[src/rtl/spi_pkg.sv]
// Shared types for the configurable SPI master: FSM states, mode encodings
// and the chip-select index width helper.
package spi_pkg;

  typedef enum logic [1:0] {
    ST_IDLE,
    ST_SETUP,
    ST_XFER,
    ST_HOLD
  } state_t;

  // SPI modes encoded as {cpol, cpha}
  localparam logic [1:0] MODE0 = 2'b00;
  localparam logic [1:0] MODE1 = 2'b01;
  localparam logic [1:0] MODE2 = 2'b10;
  localparam logic [1:0] MODE3 = 2'b11;

  function automatic int cs_idx_w(input int num_cs);
    return (num_cs > 1) ? $clog2(num_cs) : 1;
  endfunction

endpackage

[src/rtl/spi_clk_gen.sv]
// Half-period timebase: tick is high on the last of div+1 cycles after a restart.
// The counter clears on restart and on every tick, so each phase lasts exactly div+1 cycles.
module spi_clk_gen
  import spi_pkg::*;
#(
  parameter int DIV_W = 8
) (
  input  logic             clk,
  input  logic             resetn,
  input  logic             restart,
  input  logic [DIV_W-1:0] div,
  output logic             tick
);

  logic [DIV_W-1:0] cnt;

  assign tick = (cnt == div);

  always_ff @(posedge clk or negedge resetn) begin
    if (!resetn) begin
      cnt <= '0;
    end else if (restart || tick) begin
      cnt <= '0;
    end else begin
      cnt <= cnt + 1'b1;
    end
  end

endmodule

[src/rtl/spi_master_cfg.sv]
// Full-duplex SPI master with runtime mode, divider and chip-select choice.
// Transfer is IDLE -> SETUP (H) -> 2*DATA_W SCLK edges (H apart) -> HOLD (H) -> done.
module spi_master_cfg
  import spi_pkg::*;
#(
  parameter int DATA_W = 8,
  parameter int NUM_CS = 4,
  parameter int DIV_W  = 8
) (
  input  logic                            clk,
  input  logic                            resetn,
  input  logic [DATA_W-1:0]               tx_data,
  input  logic                            tx_start,
  input  logic [cs_idx_w(NUM_CS)-1:0]     cs_sel,
  input  logic [DIV_W-1:0]                clk_div,
  input  logic                            cpol,
  input  logic                            cpha,
  output logic                            busy,
  output logic [DATA_W-1:0]               rx_data,
  output logic                            tx_done,
  output logic                            spi_sclk,
  output logic                            spi_mosi,
  input  logic                            spi_miso,
  output logic [NUM_CS-1:0]               spi_cs_n
);

  localparam int EW = $clog2(2*DATA_W+1);
  localparam logic [EW-1:0] LAST_EDGE = EW'(2*DATA_W);

  state_t            state;
  logic [DATA_W-1:0] tx_sr;
  logic [DATA_W-1:0] rx_sr;
  logic [DIV_W-1:0]  div_q;
  logic              cpha_q;
  logic [EW-1:0]     edge_cnt;
  logic [EW-1:0]     edge_nxt;
  logic              tick;
  logic              leading;
  logic              capture;
  logic              drive;

  spi_clk_gen #(.DIV_W(DIV_W)) u_clk_gen (
    .clk     (clk),
    .resetn  (resetn),
    .restart (state == ST_IDLE),
    .div     (div_q),
    .tick    (tick)
  );

  // Odd edges lead away from CPOL; CPHA picks which half samples and which drives.
  // In mode 0/2 the MSB is already on MOSI, so the final trailing edge drives nothing.
  assign edge_nxt = edge_cnt + 1'b1;
  assign leading  = edge_nxt[0];
  assign capture  = leading ^ cpha_q;
  assign drive    = cpha_q ? leading : (!leading && (edge_nxt != LAST_EDGE));

  always_ff @(posedge clk or negedge resetn) begin
    if (!resetn) begin
      state    <= ST_IDLE;
      busy     <= 1'b0;
      tx_done  <= 1'b0;
      rx_data  <= '0;
      spi_sclk <= 1'b0;
      spi_mosi <= 1'b0;
      spi_cs_n <= '1;
      tx_sr    <= '0;
      rx_sr    <= '0;
      div_q    <= '0;
      cpha_q   <= 1'b0;
      edge_cnt <= '0;
    end else begin
      tx_done <= 1'b0;
      case (state)
        ST_IDLE: begin
          spi_sclk <= cpol;
          spi_mosi <= 1'b0;
          if (tx_start) begin
            state    <= ST_SETUP;
            busy     <= 1'b1;
            div_q    <= clk_div;
            cpha_q   <= cpha;
            edge_cnt <= '0;
            // Out-of-range index shifts the one-hot out, leaving every CS high.
            spi_cs_n <= ~(NUM_CS'(1) << cs_sel);
            spi_mosi <= cpha ? 1'b0 : tx_data[DATA_W-1];
            tx_sr    <= cpha ? tx_data : (tx_data << 1);
          end
        end
        ST_SETUP, ST_XFER: begin
          if (tick) begin
            spi_sclk <= ~spi_sclk;
            edge_cnt <= edge_nxt;
            if (capture) begin
              rx_sr <= {rx_sr[DATA_W-2:0], spi_miso};
            end
            if (drive) begin
              spi_mosi <= tx_sr[DATA_W-1];
              tx_sr    <= tx_sr << 1;
            end
            state <= (edge_nxt == LAST_EDGE) ? ST_HOLD : ST_XFER;
          end
        end
        ST_HOLD: begin
          if (tick) begin
            state    <= ST_IDLE;
            busy     <= 1'b0;
            tx_done  <= 1'b1;
            rx_data  <= rx_sr;
            spi_cs_n <= '1;
            spi_mosi <= 1'b0;
          end
        end
        default: state <= ST_IDLE;
      endcase
    end
  end

endmodule

[config.mk]
export PLATFORM = sky130hd
export DESIGN_NAME = spi_master_cfg
export DESIGN_NICKNAME = d
export VERILOG_FILES = /design/src/rtl/spi_pkg.sv /design/src/rtl/spi_clk_gen.sv /design/src/rtl/spi_master_cfg.sv
export SDC_FILE = /design/constraint.sdc
export NUM_CORES = 1
export LEC_CHECK = 0
export BUFFER_PORTS_ARGS = -buffer_cell sky130_fd_sc_hd__buf_4
export CORE_AREA = 2 2 79 81
export DETAILED_ROUTE_END_ITERATION = 16
export DIE_AREA = 0 0 81 83
export PLACE_DENSITY = 0.69
export SYNTH_ARGS = -nofsm -noshare
export SYNTH_HDL_FRONTEND = slang
export SYNTH_SLANG_ARGS = --single-unit
export TNS_END_PERCENT = 10
[constraint.sdc]
create_clock -name clk -period 2.7 [get_ports clk]
set_clock_uncertainty 0.1 [all_clocks]
set_input_delay 0.405 -clock clk [delete_from_list [all_inputs] [get_ports clk]]
set_output_delay 0.405 -clock clk [all_outputs]
set_load 0.03 [all_outputs]
==> metrics.cfg <==
[logic_synthesis]
synth_nets = 275
synthArstFlopShare_pct = 100
seq_area_frac_synth_pct = 49.5
syn-cell-area_um2 = 2840
ys_types = 48
yosys_register_bits = 56
ys_warn_count = 0
syn_area_per_cell_um2 = 11.5
synthCells = 247
synth-edff-count = 0
synth_ff_type = dfrtp_1

[die]
initial_core_util_pct = 48.8
core_um2 = 5820
die_y_um = 83
num_rows = 28
die_area_um2 = 6720
pin_count = 40
die_x_um = 81

[setup_path]
worst-r2r-cell-count = 5
slowest_stage = nor4_4
timing.rr.start = u_clk_gen.cnt[3]
critical_path_peak_fanout = 8
worst_r2r_endpoint = rx_sr[2]
crit_buf_inv = 0
worst-setup-path-type = register to register
worstSetupEndpointType = register
cp.arrival_ns = 2.46
ff2ff_setup_slack_ns = 0.36
slowest_delay_ns = 0.51
cp.required_ns = 2.82
path_cells = xor2_1 -> nor4_4 -> and2_1 -> and3_1 -> mux2_1
critPathTopFamily = simple AND/OR/NAND/NOR gates
startpoint_type = register

[run]
drv_cap = 0

[power]
finalPower_mw = 3.10
p_seq_share_pct = 42.8
p_int_mw = 1.87
p_leak_nw = 1.59
ir_worst_vdd_v = 0.000479
switching_power_mw = 1.23
p_per_area_nw_per_um2 = 936
comb_power_share_pct = 40.7
p_sw_share_pct = 39.7
pwr-share-clk_pct = 16.5

[route]
drt_iter0_drc = 170
dr_total_vias = 2012
wire_per_inst_um = 15.8
routed_wirelength_um = 5760
routed_via_density = 5.53
drc = 0
postRouteAntennaNets = 0
drtPass1Iterations = 4

[sta]
relSlewSlack_pct = 52.1
rsz0062_at_grt = no
fmax_mhz = 428
maxSlewViolCount = 0
fin_crit_sh_pct = 86.6
finalCriticalPeriod_ns = 2.34
holdWs_ns = 0.00524
setup_viol_count_final = 0
finalHoldViolCount = 0
tightest_slew_ns = 0.719
fin_tns_setup_ns = 0
fin_ws_ns = 0.361

[clock_network]
cts_tree = built
clock_latency_ns = 0.32
cts_buffers = 5
post-cts-setup-buffers = 0
holdBufCountCts = 0
clockRootBuffer = clkbuf_8
htreeDepth = 2
clk_path_buf_depth = 2
cts-resized-gates = 0
clk_pin_slew_ns = 0.11
clkSinkCount = 56

[grt]
antenna_found_initial = 0
grt_pass1_vias = 1959
grt.total_usage_pct = 18.4
grt_max_degree = 57
grt_first_pass_wirelength_um = 9710
globalRouteOverflowTotal = 0

[place]
dp.cells = 356
pre_cts_ws_ns = 0.388
gp_congestion = 0.847
dpl.hpwl_um = 4060
numPortBuffers = 39
placed_cell_area_um2 = 3210

[finish]
syn_to_final_growth_pct = 16.5
insertedDiodeCount = 0
nets = 316
fillers = 520
drive_gt1_share_pct = 30.4
stdcell_count = 364
utilization_pct = 56.9
fin_area_um2 = 3310

[hold_path]
worst_hold_path_type = input port to async pin

[run_status]
run_status = finished, final reports clean

[power by group through the flow]
| stage | sequential, mW | clock [mW] | combinational, mW |
|---|---|---|---|
| CTS | 1.33 | 0.517 | 1.26 |
| global route | 1.36 | 0.542 | 1.40 |
| detailed placement | 1.34 | 0 | 1.26 |
| finish | 1.33 | 0.509 | 1.26 |
| global placement | 1.33 | 0 | 1.23 |
| floorplan | 1.37 | 0 | 0.884 |
[worst register-to-register path: cells and delay by family (launching register included)]
family        cells  cell delay (ns)
simple gates      3             1.15
flops             1             0.45
mux               1             0.37
xor+xnor          1             0.18
[cells in the final DEF (no fill, tap or decap), types with 6 or more instances in the layout]
cell     count
xor2_1      13
nand2_1     12
inv_1        7
mux2_2      16
nand3_1     10
mux2_4       8
buf_4       45
nor3_1       6
o22ai_1      6
nor2_1      21
dfrtp_1     52
mux2_1       9
[registers in the layout, indices dropped and copies added (netlist names)]
| signal | count |
|---|---|
| tx_sr | 8 |
| rx_data | 8 |
| spi_sclk | 1 |
| tx_done | 1 |
| cpha_q | 1 |
| busy | 1 |
| state | 2 |
| u_clk_gen.cnt | 8 |
| edge_cnt | 5 |
| rx_sr | 8 |
| spi_mosi | 1 |
| spi_cs_n | 4 |
| div_q | 8 |
[cell usage after synthesis, types with 2 or more instances]
| cell type | number | share of area [%] |
|---|---|---|
| nand2_1 | 12 | 1.6 |
| dfstp_2 | 4 | 3.7 |
| nor4_4 | 2 | 1.5 |
| nor2b_1 | 5 | 1.1 |
| a221oi_1 | 4 | 1.2 |
| a211oi_1 | 4 | 1.1 |
| mux2_1 | 9 | 3.6 |
| mux2i_1 | 5 | 1.8 |
| o2bb2ai_1 | 2 | 0.62 |
| a31oi_1 | 2 | 0.44 |
| nand2b_1 | 2 | 0.44 |
| nand3_1 | 10 | 1.8 |
| nand4_1 | 3 | 0.66 |
| a22o_1 | 2 | 0.62 |
| mux2_2 | 16 | 6.3 |
| buf_4 | 2 | 0.53 |
| o22ai_1 | 6 | 1.3 |
| xor2_1 | 13 | 4.0 |
| a2bb2oi_1 | 2 | 0.62 |
| xnor2_1 | 3 | 0.93 |
| and3_1 | 5 | 1.1 |
| nor3_1 | 6 | 1.1 |
| a21oi_1 | 5 | 0.88 |
| clkbuf_1 | 5 | 0.66 |
| and2_1 | 2 | 0.44 |
| buf_2 | 3 | 0.53 |
| mux2_4 | 8 | 4.2 |
| inv_1 | 7 | 0.93 |
| o22a_1 | 2 | 0.62 |
| ha_1 | 4 | 1.8 |
| dfrtp_1 | 52 | 46 |
| nor2_1 | 21 | 2.8 |
| o21ai_0 | 4 | 0.70 |
[logic make-up (layout without fill, tap and decap cells)]
kind of cell	after synthesis	in the layout	share of synthesized area, %
flops	56	56	49.5
mux	38	38	15.9
xor+xnor	16	16	4.93
fa+ha+maj	4	4	1.76
simple gates	74	74	14.3
buf+inv	19	61	3.17
compound gates	40	40	10.4
[worst max path at each step]
stage                     depth (start not counted)  slack (ns)       end        startpoint
after floorplan                                   9        0.54  tx_sr[1]          state[0]
after global placement                            5        0.47  rx_sr[3]  u_clk_gen.cnt[1]
after detailed placement                          5        0.39  rx_sr[0]  u_clk_gen.cnt[3]
after CTS                                         5        0.37  rx_sr[2]  u_clk_gen.cnt[3]
after global routing                              5        0.27  rx_sr[6]  u_clk_gen.cnt[3]
final                                             5        0.36  rx_sr[2]  u_clk_gen.cnt[3]
[area by class of cell]
cell class | count | area, um^2 | share of cell area, %
sequential | 56 | 1410 | 42.5
multi-input combinational | 172 | 1340 | 40.6
timing repair buffer | 45 | 338 | 10.2
tap | 75 | 93.8 | 2.84
clock buffer | 5 | 68.8 | 2.08
inverter | 8 | 30.0 | 0.907
clock inverter | 3 | 28.8 | 0.870
[per-layer routing]
layer | wire length, um | up-vias | GRT usage, %
met5 | 0 | - | 0
met4 | 82 | 0 | 5.55
met3 | 263 | 5 | 3.48
met2 | 2610 | 45 | 27.0
met1 | 2810 | 994 | 27.7
li1 | - | 968 | -
No activity file was read; power rests on OpenSTA's default activity.
